File: src/rtl/keypad_pkg.sv
// Shared definitions for the keypad entry block: key codes, row strobes,
// FSM and press-count encodings, the key map and the BCD edit rule.
package keypad_pkg;

  localparam logic [3:0] KEY_A    = 4'hA;
  localparam logic [3:0] KEY_B    = 4'hB;
  localparam logic [3:0] KEY_C    = 4'hC;
  localparam logic [3:0] KEY_D    = 4'hD;
  localparam logic [3:0] KEY_STAR = 4'hE;
  localparam logic [3:0] KEY_HASH = 4'hF;

  localparam logic [3:0] ROW0 = 4'b1110;
  localparam logic [3:0] ROW1 = 4'b1101;
  localparam logic [3:0] ROW2 = 4'b1011;
  localparam logic [3:0] ROW3 = 4'b0111;

  typedef enum logic [1:0] {
    IDLE     = 2'd0,
    DEBOUNCE = 2'd1,
    HELD     = 2'd2
  } state_e;

  typedef enum logic [1:0] {
    PRESS_NONE  = 2'd0,
    PRESS_ONE   = 2'd1,
    PRESS_MULTI = 2'd2
  } press_e;

  function automatic logic [3:0] key_map(input logic [1:0] row, input logic [1:0] col);
    logic [3:0] code;
    case ({row, col})
      4'd0:    code = 4'h1;
      4'd1:    code = 4'h2;
      4'd2:    code = 4'h3;
      4'd3:    code = KEY_A;
      4'd4:    code = 4'h4;
      4'd5:    code = 4'h5;
      4'd6:    code = 4'h6;
      4'd7:    code = KEY_B;
      4'd8:    code = 4'h7;
      4'd9:    code = 4'h8;
      4'd10:   code = 4'h9;
      4'd11:   code = KEY_C;
      4'd12:   code = KEY_STAR;
      4'd13:   code = 4'h0;
      4'd14:   code = KEY_HASH;
      4'd15:   code = KEY_D;
      default: code = 4'h0;
    endcase
    return code;
  endfunction

  function automatic logic [3:0] row_strobe(input logic [1:0] row);
    logic [3:0] strobe;
    case (row)
      2'd0:    strobe = ROW0;
      2'd1:    strobe = ROW1;
      2'd2:    strobe = ROW2;
      2'd3:    strobe = ROW3;
      default: strobe = ROW0;
    endcase
    return strobe;
  endfunction

  // Digits shift in from the right; A clears, B drops the newest digit.
  function automatic logic [15:0] bcd_apply(input logic [15:0] d, input logic [3:0] code);
    logic [15:0] res;
    if (code <= 4'd9) begin
      res = {d[11:0], code};
    end else if (code == KEY_A) begin
      res = 16'h0000;
    end else if (code == KEY_B) begin
      res = {4'h0, d[15:4]};
    end else begin
      res = d;
    end
    return res;
  endfunction

endpackage

File: src/rtl/keypad_bcd_entry_if.sv
// Keypad matrix pins plus the entry result bus, shared between the entry
// block (master) and whatever drives the keypad / consumes the digits (slave).
interface keypad_bcd_entry_if;
  logic [3:0]  col_n;
  logic [3:0]  row_n;
  logic [15:0] digits;
  logic [3:0]  key_code;
  logic        key_valid;

  modport master (input col_n, output row_n, output digits, output key_code, output key_valid);
  modport slave  (output col_n, input row_n, input digits, input key_code, input key_valid);
endinterface

File: src/rtl/keypad_row_scanner.sv
// Rotates the row strobe, synchronises and samples the columns, and reports a
// per-round press summary on the last cycle of row 3.
module keypad_row_scanner
  import keypad_pkg::*;
#(
  parameter int unsigned SCAN_DIV = 1000
) (
  input  logic       clk,
  input  logic       rst,
  input  logic [3:0] col_n,
  output logic [3:0] row_n,
  output logic       round_done,
  output press_e     press,
  output logic [3:0] code
);

  localparam int unsigned DIV_W = (SCAN_DIV > 2) ? $clog2(SCAN_DIV) : 1;
  localparam logic [DIV_W-1:0] DIV_LAST = DIV_W'(SCAN_DIV - 1);

  logic [DIV_W-1:0] div_r;
  logic [1:0]       row_r;
  logic [3:0]       row_n_r;
  logic [3:0]       col_s1_r;
  logic [3:0]       col_s2_r;
  press_e           acc_press_r;
  logic [3:0]       acc_code_r;

  logic             last_s;
  logic [2:0]       hit_cnt_s;
  logic [1:0]       hit_col_s;
  press_e           press_nxt_s;
  logic [3:0]       code_nxt_s;

  assign last_s     = (div_r == DIV_LAST);
  assign row_n      = row_n_r;
  assign round_done = last_s && (row_r == 2'd3);
  assign press      = press_nxt_s;
  assign code       = code_nxt_s;

  // Count pressed columns in the current row and remember one of them.
  always_comb begin
    hit_cnt_s = 3'd0;
    hit_col_s = 2'd0;
    for (int c = 3; c >= 0; c--) begin
      hit_cnt_s = hit_cnt_s + {2'b00, ~col_s2_r[c]};
      hit_col_s = col_s2_r[c] ? hit_col_s : 2'(c);
    end
  end

  // Fold this row's hits into the running round summary.
  always_comb begin
    press_nxt_s = acc_press_r;
    code_nxt_s  = acc_code_r;
    if (hit_cnt_s == 3'd0) begin
      press_nxt_s = acc_press_r;
    end else if ((hit_cnt_s == 3'd1) && (acc_press_r == PRESS_NONE)) begin
      press_nxt_s = PRESS_ONE;
      code_nxt_s  = key_map(row_r, hit_col_s);
    end else begin
      press_nxt_s = PRESS_MULTI;
    end
  end

  // Divider, row rotation, column synchroniser and round accumulator.
  always_ff @(posedge clk) begin
    if (rst) begin
      div_r       <= '0;
      row_r       <= 2'd0;
      row_n_r     <= ROW0;
      col_s1_r    <= 4'b1111;
      col_s2_r    <= 4'b1111;
      acc_press_r <= PRESS_NONE;
      acc_code_r  <= 4'h0;
    end else begin
      col_s1_r <= col_n;
      col_s2_r <= col_s1_r;
      if (last_s) begin
        div_r   <= '0;
        row_r   <= row_r + 2'd1;
        row_n_r <= row_strobe(row_r + 2'd1);
        if (row_r == 2'd3) begin
          acc_press_r <= PRESS_NONE;
          acc_code_r  <= 4'h0;
        end else begin
          acc_press_r <= press_nxt_s;
          acc_code_r  <= code_nxt_s;
        end
      end else begin
        div_r <= div_r + {{(DIV_W-1){1'b0}}, 1'b1};
      end
    end
  end

endmodule

File: src/rtl/keypad_bcd_entry.sv
// Keypad-to-BCD entry: debounces round summaries from the row scanner and
// edits a 4-digit packed-BCD register on each accepted key.
module keypad_bcd_entry
  import keypad_pkg::*;
#(
  parameter int unsigned SCAN_DIV     = 1000,
  parameter int unsigned DEBOUNCE_CNT = 4
) (
  input logic               clk,
  input logic               rst,
  keypad_bcd_entry_if.master bus
);

  localparam logic [15:0] DEB_LIM = 16'(DEBOUNCE_CNT);

  logic        round_done_s;
  press_e      press_s;
  logic [3:0]  code_s;

  state_e      state_r;
  state_e      state_nxt_s;
  logic [15:0] cnt_r;
  logic [15:0] cnt_nxt_s;
  logic [3:0]  cand_r;
  logic [3:0]  cand_nxt_s;
  logic        accept_s;
  logic [15:0] digits_r;
  logic [3:0]  key_code_r;
  logic        key_valid_r;

  keypad_row_scanner #(.SCAN_DIV(SCAN_DIV)) u_scan (
    .clk        (clk),
    .rst        (rst),
    .col_n      (bus.col_n),
    .row_n      (bus.row_n),
    .round_done (round_done_s),
    .press      (press_s),
    .code       (code_s)
  );

  assign bus.digits    = digits_r;
  assign bus.key_code  = key_code_r;
  assign bus.key_valid = key_valid_r;

  // Debounce FSM: only moves when a scan round completes.
  always_comb begin
    state_nxt_s = state_r;
    cnt_nxt_s   = cnt_r;
    cand_nxt_s  = cand_r;
    accept_s    = 1'b0;
    if (round_done_s) begin
      case (state_r)
        IDLE: begin
          if (press_s == PRESS_ONE) begin
            cand_nxt_s = code_s;
            cnt_nxt_s  = 16'd1;
            if (DEB_LIM == 16'd1) begin
              accept_s    = 1'b1;
              state_nxt_s = HELD;
            end else begin
              state_nxt_s = DEBOUNCE;
            end
          end else begin
            state_nxt_s = IDLE;
          end
        end
        DEBOUNCE: begin
          if ((press_s == PRESS_ONE) && (code_s == cand_r)) begin
            cnt_nxt_s = cnt_r + 16'd1;
            if ((cnt_r + 16'd1) == DEB_LIM) begin
              accept_s    = 1'b1;
              state_nxt_s = HELD;
            end else begin
              state_nxt_s = DEBOUNCE;
            end
          end else begin
            cnt_nxt_s   = 16'd0;
            state_nxt_s = IDLE;
          end
        end
        HELD: begin
          if (press_s == PRESS_NONE) begin
            cnt_nxt_s   = 16'd0;
            state_nxt_s = IDLE;
          end else begin
            state_nxt_s = HELD;
          end
        end
        default: begin
          cnt_nxt_s   = 16'd0;
          state_nxt_s = IDLE;
        end
      endcase
    end else begin
      state_nxt_s = state_r;
    end
  end

  // State register and registered outputs.
  always_ff @(posedge clk) begin
    if (rst) begin
      state_r     <= IDLE;
      cnt_r       <= 16'd0;
      cand_r      <= 4'h0;
      digits_r    <= 16'h0000;
      key_code_r  <= 4'h0;
      key_valid_r <= 1'b0;
    end else begin
      state_r <= state_nxt_s;
      cnt_r   <= cnt_nxt_s;
      cand_r  <= cand_nxt_s;
      if (accept_s) begin
        key_valid_r <= 1'b1;
        key_code_r  <= cand_nxt_s;
        digits_r    <= bcd_apply(digits_r, cand_nxt_s);
      end else begin
        key_valid_r <= 1'b0;
      end
    end
  end

endmodule

File: src/flat_wrapper.sv
// flat-port wrapper written by rule: the top's interface ports become plain ports
module keypad_bcd_entry_flat import keypad_pkg::*;
#(
  parameter int unsigned SCAN_DIV     = 1000,
  parameter int unsigned DEBOUNCE_CNT = 4
)
  (clk, rst, bus_col_n, bus_row_n, bus_digits, bus_key_code, bus_key_valid);
  keypad_bcd_entry_if bus_i ();
  input logic clk;
  input logic rst;
  input wire logic [$bits(bus_i.col_n)-1:0] bus_col_n;
  output wire logic [$bits(bus_i.row_n)-1:0] bus_row_n;
  output wire logic [$bits(bus_i.digits)-1:0] bus_digits;
  output wire logic [$bits(bus_i.key_code)-1:0] bus_key_code;
  output wire logic [$bits(bus_i.key_valid)-1:0] bus_key_valid;
  assign bus_i.col_n = bus_col_n;
  assign bus_row_n = bus_i.row_n;
  assign bus_digits = bus_i.digits;
  assign bus_key_code = bus_i.key_code;
  assign bus_key_valid = bus_i.key_valid;
  keypad_bcd_entry #(.SCAN_DIV(SCAN_DIV), .DEBOUNCE_CNT(DEBOUNCE_CNT)) u_core (.clk(clk), .rst(rst), .bus(bus_i));
endmodule
File: config.mk
export PLATFORM = sky130hd
export DESIGN_NAME = keypad_bcd_entry_flat
export DESIGN_NICKNAME = d
export VERILOG_FILES = /design/src/rtl/keypad_pkg.sv /design/src/rtl/keypad_bcd_entry_if.sv /design/src/rtl/keypad_row_scanner.sv /design/src/rtl/keypad_bcd_entry.sv /design/src/flat_wrapper.sv
export SDC_FILE = /design/constraint.sdc
export NUM_CORES = 1
export LEC_CHECK = 0
export ABC_AREA = 1
export BUFFER_PORTS_ARGS = -buffer_cell sky130_fd_sc_hd__buf_2
export CORE_MARGIN = 4
export CORE_UTILIZATION = 30
export CTS_CLUSTER_SIZE = 28
export DETAILED_ROUTE_END_ITERATION = 6
export RECOVER_POWER = 50
export SETUP_SLACK_MARGIN = 0.15
export SKIP_CTS_REPAIR_TIMING = 1
export SLEW_MARGIN = 10
export SYNTH_ARGS = -nofsm -noshare
export SYNTH_HDL_FRONTEND = slang
export SYNTH_SLANG_ARGS = --single-unit
File: constraint.sdc
create_clock -name clk -period 2.9 [get_ports clk]
set_input_delay 0.29 -clock clk [delete_from_list [all_inputs] [get_ports clk]]
set_output_delay 0.29 -clock clk [all_outputs]
set_load 0.05 [all_outputs]
-- Yosys cells after proc, flatten, opt, wreduce, memory -nomap -nowiden
Memory sizes are Yosys's and may differ from the RTL's.
Cells that the tools add are included.
Widths: inputs -> output; s select.
- memories kept: 1
- logic and storage cells: 83
- output and inout port bits: 25
- bits in registers: 73
- memory bits (writable): 0
- latch bits: 0
- ROM bits: 64
- bits of input ports: 6
- memories (name ; words ; bits a word ; rd ports ; clocked after Yosys merged registers in ; write ports ; line ; RTL):
    (name not given) ; 16 ; 4 ; 1 ; 0 ; 0 ; keypad_pkg.sv:31 ; case ({row, col})
- multiply operators: 0
- magnitude comparators: 1
- equality and inequality tests: 15
- shift-type cells: 0
- div/mod/pow operators: 0
- add/subtract/negate cells: 6
- bitwise logic cells: 4
- reduce and logical (&&, ||, !) cells: 12
- muxes and demuxes: 31
- operator list (cell ; number):
    $mux 16 ; 6
    $pmux 16 s3 ; 1
    $mux 4 ; 6
    $mux 2 ; 10
    $add 16x1->16 const B ; 1
    $eq 16x3->1 const B ; 1
    $pmux 4 s4 ; 1
    $add 10x1->10 const B ; 1
    $eq 10x10->1 const B ; 1
    $eq 2x2->1 const B ; 4
    $eq 4x4->1 const B ; 2
    $logic_not 2->1 ; 4
    $eq 2x1->1 const B ; 3
    $mux 1 ; 6
    $pmux 2 s3 ; 1
    $eq 4x4->1 ; 1
    $le 4x4->1 const B ; 1
    $ne 2x1->1 const B ; 2
    $not 1->1 ; 4
    $add 2x1->3 ; 1
    $add 3x1->3 ; 1
    $eq 3x1->1 const B ; 1
    $logic_and 1x1->1 ; 3
    $logic_not 3->1 ; 1
    other kinds (6) ; 6

-- Longest topological paths before layout
- depth after elaboration: 16
- gate-level depth with buffers: 22
- mapped depth without buffers: 21

-- By module
From an unflattened synthesis, not the netlist that was laid out.
- cell total of the unflattened synthesis: 560
- area total of the unflattened synthesis: 3842.4 um^2
- by module, submodules not included (module ; cells an instance ; area each (um^2) ; sequential area each (um^2) ; instances):
    keypad_bcd_entry ; 371 ; 2389.8 ; 860.8 ; 1
    keypad_row_scanner ; 189 ; 1452.6 ; 600.6 ; 1

-- Worst setup path before layout
Ideal clock, no wire load.
- kind: register to register
- start: reg u_core.u_scan.col_s2_r[2]
- end: reg u_core.digits_r[2] (netlist: u_core.bus.digits[2])
- clock period less this slack: 3.007 ns
- path slack: -0.107 ns
- path buffers: 1
- library setup time: 0.113 ns
- stages on the path, launching flop included: 18
- data arrival time: 2.894 ns
- data required time: 2.787 ns
- cell sequence: dfxtp_1 -> fa_1 -> inv_1 -> ha_1 -> ha_1 -> nor2_4 -> nand3_1 -> o21ai_4 -> nand3_4 -> o21ai_4 -> nand2_2 -> nand2_2 -> inv_2 -> buf_6 -> nand3_2 -> nand2_1 -> nor2_1 -> nor2_1
- word-level cells in the longest chain between the ends: 15
- elaborated cells on any way between the ends: 31
- those cells by class: add/sub: 3; order compare: 1; eq/ne: 5; mux: 15; bitwise: 1; reduce/logical: 5; memory: 1
- ends and longest elaborated chain (what ; line ; RTL):
    start: declaration ; keypad_row_scanner.sv:24 ; logic [3:0] col_s2_r;
    start signal: assignment ; keypad_row_scanner.sv:76 ; col_s2_r <= col_s1_r;
    $not 1->1 ; keypad_row_scanner.sv:45 ; hit_cnt_s = hit_cnt_s + {2'b00, ~col_s2_r[c]};
    $add 1x1->2 ; keypad_row_scanner.sv:45 ;
    $add 2x1->3 ; keypad_row_scanner.sv:45 ;
    $add 3x1->3 ; keypad_row_scanner.sv:45 ;
    $eq 3x1->1 ; keypad_row_scanner.sv:56 ; end else if ((hit_cnt_s == 3'd1) && (acc_press_r == PRESS_NONE)) begin
    $logic_and 1x1->1 ; keypad_row_scanner.sv:56 ;
    $mux 2 ; keypad_row_scanner.sv:56 ;
    $mux 2 ; keypad_row_scanner.sv:54 ; if (hit_cnt_s == 3'd0) begin
    $eq 2x1->1 ; keypad_bcd_entry.sv:54, keypad_bcd_entry.sv:68 ;
    $mux 4 ; keypad_bcd_entry.sv:54 ; if (press_s == PRESS_ONE) begin
    $mux 4 ; keypad_bcd_entry.sv:52 ; case (state_r)
    $mux 4 ; keypad_bcd_entry.sv:51 ; if (round_done_s) begin
    $le 4x4->1 (tied with other cells) ; keypad_pkg.sv:68 ; if (code <= 4'd9) begin
    $reduce_bool 3->1 (no source line) or $mux 16 (tied branches) ; - ;
    $reduce_and 2->1 (no source line) or $mux 16 (tied branches) ; - ;
    end signal: assignment ; keypad_bcd_entry.sv:115 ; digits_r <= bcd_apply(digits_r, cand_nxt_s);
    end: declaration ; keypad_bcd_entry.sv:27 ; logic [15:0] digits_r;
Parallel ways exist; a longest one is shown, timed or not.
A chain may end at the register's enable or synchronous reset.

-- Worst setup path in the final report
- start: reg u_core.u_scan.col_s2_r[2]
- end: reg u_core.cnt_r[12]
- word-level cells in the longest chain between the ends: 12
- elaborated cells on any way between the ends: 24
- those cells by class: add/sub: 3; eq/ne: 5; mux: 9; bitwise: 1; reduce/logical: 5; memory: 1
- ends and longest elaborated chain (what ; line ; RTL):
    $not 1->1 ; keypad_row_scanner.sv:45 ;
    $add 1x1->2 ; keypad_row_scanner.sv:45 ;
    $add 2x1->3 ; keypad_row_scanner.sv:45 ;
    $add 3x1->3 ; keypad_row_scanner.sv:45 ;
    $eq 3x1->1 ; keypad_row_scanner.sv:56 ;
    $logic_and 1x1->1 ; keypad_row_scanner.sv:56 ;
    $mux 4 or $mux 2 (tied branches) ; keypad_row_scanner.sv:56 ;
    $mux 4 or $mux 2 (tied branches) ; keypad_row_scanner.sv:54 ;
    $eq 4x4->1 or $eq 2x1->1 (tied branches) ; keypad_bcd_entry.sv:68, keypad_bcd_entry.sv:54 ;
    $logic_and 1x1->1 ; keypad_bcd_entry.sv:68 ; if ((press_s == PRESS_ONE) && (code_s == cand_r)) begin
    $mux 16 ; keypad_bcd_entry.sv:68 ;
    $pmux 16 s3 ; keypad_bcd_entry.sv:52 ;
    end signal: assignment ; keypad_bcd_entry.sv:110 ; cnt_r <= cnt_nxt_s;
    end: declaration ; keypad_bcd_entry.sv:22 ; logic [15:0] cnt_r;
Parallel ways exist; a longest one is shown, timed or not.

==> flow_summary_export.csv <==
group,metric,value,unit
synthesis,syn_nets,644,
detailed_routing,drt-met1-wl,4.74,mm
synthesis,ys_types,39,
floorplanning,die_area,16300,µm²
synthesis,synth_ff_type,"dfxtp_1",
grt,grt_use_total,12.5,%
finish,area_growth,23.7,%
grt,grt_pass1_vias,3684,
synthesis,yosys_warnings,0,
synthesis,netlist_instances,621,
cts,cts_buffers,9,
synthesis,synth-edff-count,0,
finish,final_common_cell,"nand2_1",
grt,overflow,0,
worst_setup_path,path_class,"reg -> reg",
power,power.density,426,nW/µm²
cts,clk_latency,340,ps
detailed_routing,top_layer_used,"met4",
finish,drive_gt1_share,22.9,%
timing,layout_setup_ws,-95.2,ps
worst_setup_path,critPathTopFamily,"simple AND/OR/NAND/NOR gates",
cts,cts_buffer_depth,2,
detailed_routing,vias,3850,
cts,clk_pin_slew,60,ps
synthesis,postSynthAreaPerCell,6.92,µm²
timing,finalHoldViolations,0,
cts,clockRootBuffer,"clkbuf_16",
floorplanning,die_x,128,µm
worst_setup_path,cp-end-kind,"flip-flop",
grt,antenna_found_initial,0,
place,gp_congestion,0.858,
place,portBuffers,30,
worst_hold_path,hp-class,"in -> reg",
timing,fin_crit_sh,103,%
detailed_routing,drt-total-wl,9.76,mm
floorplanning,core_area,13900,µm²
timing,fmax,334,MHz
timing,relSlewSlack,57.9,%
timing,fin_skew,7.28,ps
detailed_routing,routed_via_density,4.41,
worst_setup_path,worstPathRequired,3160,ps
place,dp_cells,849,
worst_setup_path,cpPeakStageDelay,530,ps
floorplanning,start_util,30.9,%
timing,finalSetupViolations,35,
place,post_dp_cell_area,4880,µm²
worst_setup_path,crit_arrival,3250,ps
timing,tightest_slew,631,ps
floorplanning,num_rows,43,
status,status,"complete, but fails checks",
status,violations,"setup timing",
detailed_routing,wl_per_cell,11.2,µm
finish,final_cell_mix,"165 x nand2_1, 77 x inv_1, 72 x dfxtp_1",
floorplanning,die-height,128,µm
timing,rsz0062_at_grt,"yes",
worst_setup_path,cp_slowest_cell,"fa_1",
cts,cts_tree,"yes",
floorplanning,ios,31,
worst_setup_path,path_cells,"fa_1 -> inv_1 -> ha_4 -> ha_4 -> nor2_4 -> nand3_4 -> nand2_4 -> inv_2 -> nor2_2 -> nor2_1 -> nor2_2 -> nand4_4 -> buf_4 -> nor2_4 -> buf_12 -> nand3_1 -> a21oi_1",
detailed_routing,drc_errors,0,
synthesis,ys_ff_latch,73,
timing,slew_viol_final,0,
detailed_routing,met2_length,4.58,mm
power,peakVddDrop,0.280,mV
finish,final_cell_count_no_fill,873,
worst_setup_path,worst-path-max-fanout,15,
finish,design_area,5320,µm²
power,total_power,0.00227,W
power,p_leak,2.41,nW
detailed_routing,wl_met3,308,µm
detailed_routing,drt_iter0_markers,145,
grt,grt_start_max_net_pins,36,
worst_setup_path,cp_num_buf_inv,4,
grt,grt_first_pass_wirelength,17.0,mm
cts,clock_sinks,73,
detailed_routing,first_pass_iters,4,
synthesis,yosysSeqAreaShare,34.0,%
finish,final_nets,714,
synthesis,synth_async_sr_flop_share,0,%
timing,layout_min_cycle_time,3000,ps
run,cap_violations,0,
place,hpwlAfterDp,6.94,mm
finish,diodes,0,
finish,fillers,1488,
worst_setup_path,crit_path_start_kind,"flip-flop",
detailed_routing,route.antenna.remaining_nets,0,
cts,h-tree-depth,3,
synthesis,netlist_area,4300,µm²
[per-stage QoR]
stage | util, % | TNS (ps) | worst slack, ps | hold slack [ps]
floorplan | - | -4.80 | -4.80 | 389
global placement | 35.1 | -2470 | -112 | 404
detailed placement | 35.1 | -2670 | -109 | 403
CTS | 37.0 | -3780 | -147 | 122
global route | 38.2 | -10040 | -309 | 138
finish | 38.2 | -2320 | -95.2 | 136
[kinds of logic (layout without fill, tap and decap cells)]
kind of cell	count (synthesis)	after routing	share of synthesized area [%]
flops	73	73	34.0
xor+xnor	7	7	1.43
compound gates	60	60	8.87
buf+inv	105	176	10.1
fa+ha+maj	17	17	5.12
simple gates	359	360	40.5
[worst paths after layout]
kind	startpoint	end	slack (ps)	depth (start not counted)
max	u_core.u_scan.col_s2_r[2]$_SDFF_PP1_	u_core.cnt_r[12]$_SDFFE_PP0P_	-100	17
min	bus_col_n[0]	u_core.u_scan.col_s1_r[0]$_SDFF_PP1_	140	2
max reg2reg	u_core.u_scan.col_s2_r[2]$_SDFF_PP1_	u_core.cnt_r[12]$_SDFFE_PP0P_	-100	17
min reg2reg	u_core.u_scan.col_s1_r[1]$_SDFF_PP1_	u_core.u_scan.col_s2_r[1]$_SDFF_PP1_	420	1
[final cells by class]
cell class | instances | area (µm²) | share of cell area [%]
flip-flops and latches | 73 | 1460 | 27.5
clock inverters | 1 | 30.0 | 0.565
multi-input cells | 444 | 2530 | 47.6
inverters | 89 | 339 | 6.37
repair buffers | 74 | 494 | 9.29
well taps | 180 | 225 | 4.23
clock buffers | 12 | 236 | 4.45
[where the power goes]
part | internal [W] | switching, W
logic | 0.0000856 | 0.000118
clock network | 0.000652 | 0.000392
registers | 0.00101 | 0.00000545
total | 0.00175 | 0.000516
[layer usage]
layer / vias to the layer above / global-route usage [%]
met5: - / 0
met4: 0 / 3.75
met3: 13 / 3.04
met2: 30 / 20.7
met1: 1731 / 16.2
li1: 2076 / -
[registers in the layout (all words and copies together), names as in the netlist]
| signal | count |
|---|---|
| u_core.cnt_r | 16 |
| u_core.u_scan.acc_press_r | 2 |
| u_core.state_r | 2 |
| u_core.u_scan.col_s1_r | 4 |
| u_core.bus.key_valid | 1 |
| u_core.u_scan.col_s2_r | 4 |
| u_core.u_scan.row_n | 4 |
| u_core.u_scan.acc_code_r | 4 |
| u_core.u_scan.row_r | 2 |
| u_core.bus.key_code | 4 |
| u_core.cand_r | 4 |
| u_core.u_scan.div_r | 10 |
| u_core.bus.digits | 16 |
[synth_stat cells (2+ instances only)]
cell      count  area [µm²]
buf_2         2        10.0
buf_4         4        30.0
dfxtp_1      73        1460
nand3b_1      4        30.0
inv_1        78         293
inv_2         8        30.0
nand2_1     169         634
nor2_1       80         300
o21ai_4       4        65.1
or2_2         9        56.3
nor3_1        4        20.0
xnor2_1       3        26.3
buf_6         3        33.8
o21ai_0      17        85.1
nor2_4        5        56.3
o211ai_1      5        37.5
xor2_1        4        35.0
nand4_1      10        62.6
nor2_2       10        62.6
nand3_2      14         140
o21bai_1      2        15.0
nor2_8        2        40.0
nand3_4       3        52.6
nand2_2      12        75.1
a21oi_1      26         130
ha_1         16         200
clkbuf_1      6        22.5
clkinv_1      3        11.3
nand3_1      33         165
o22ai_1       3        18.8
No activity file was read; power rests on OpenSTA's default activity.
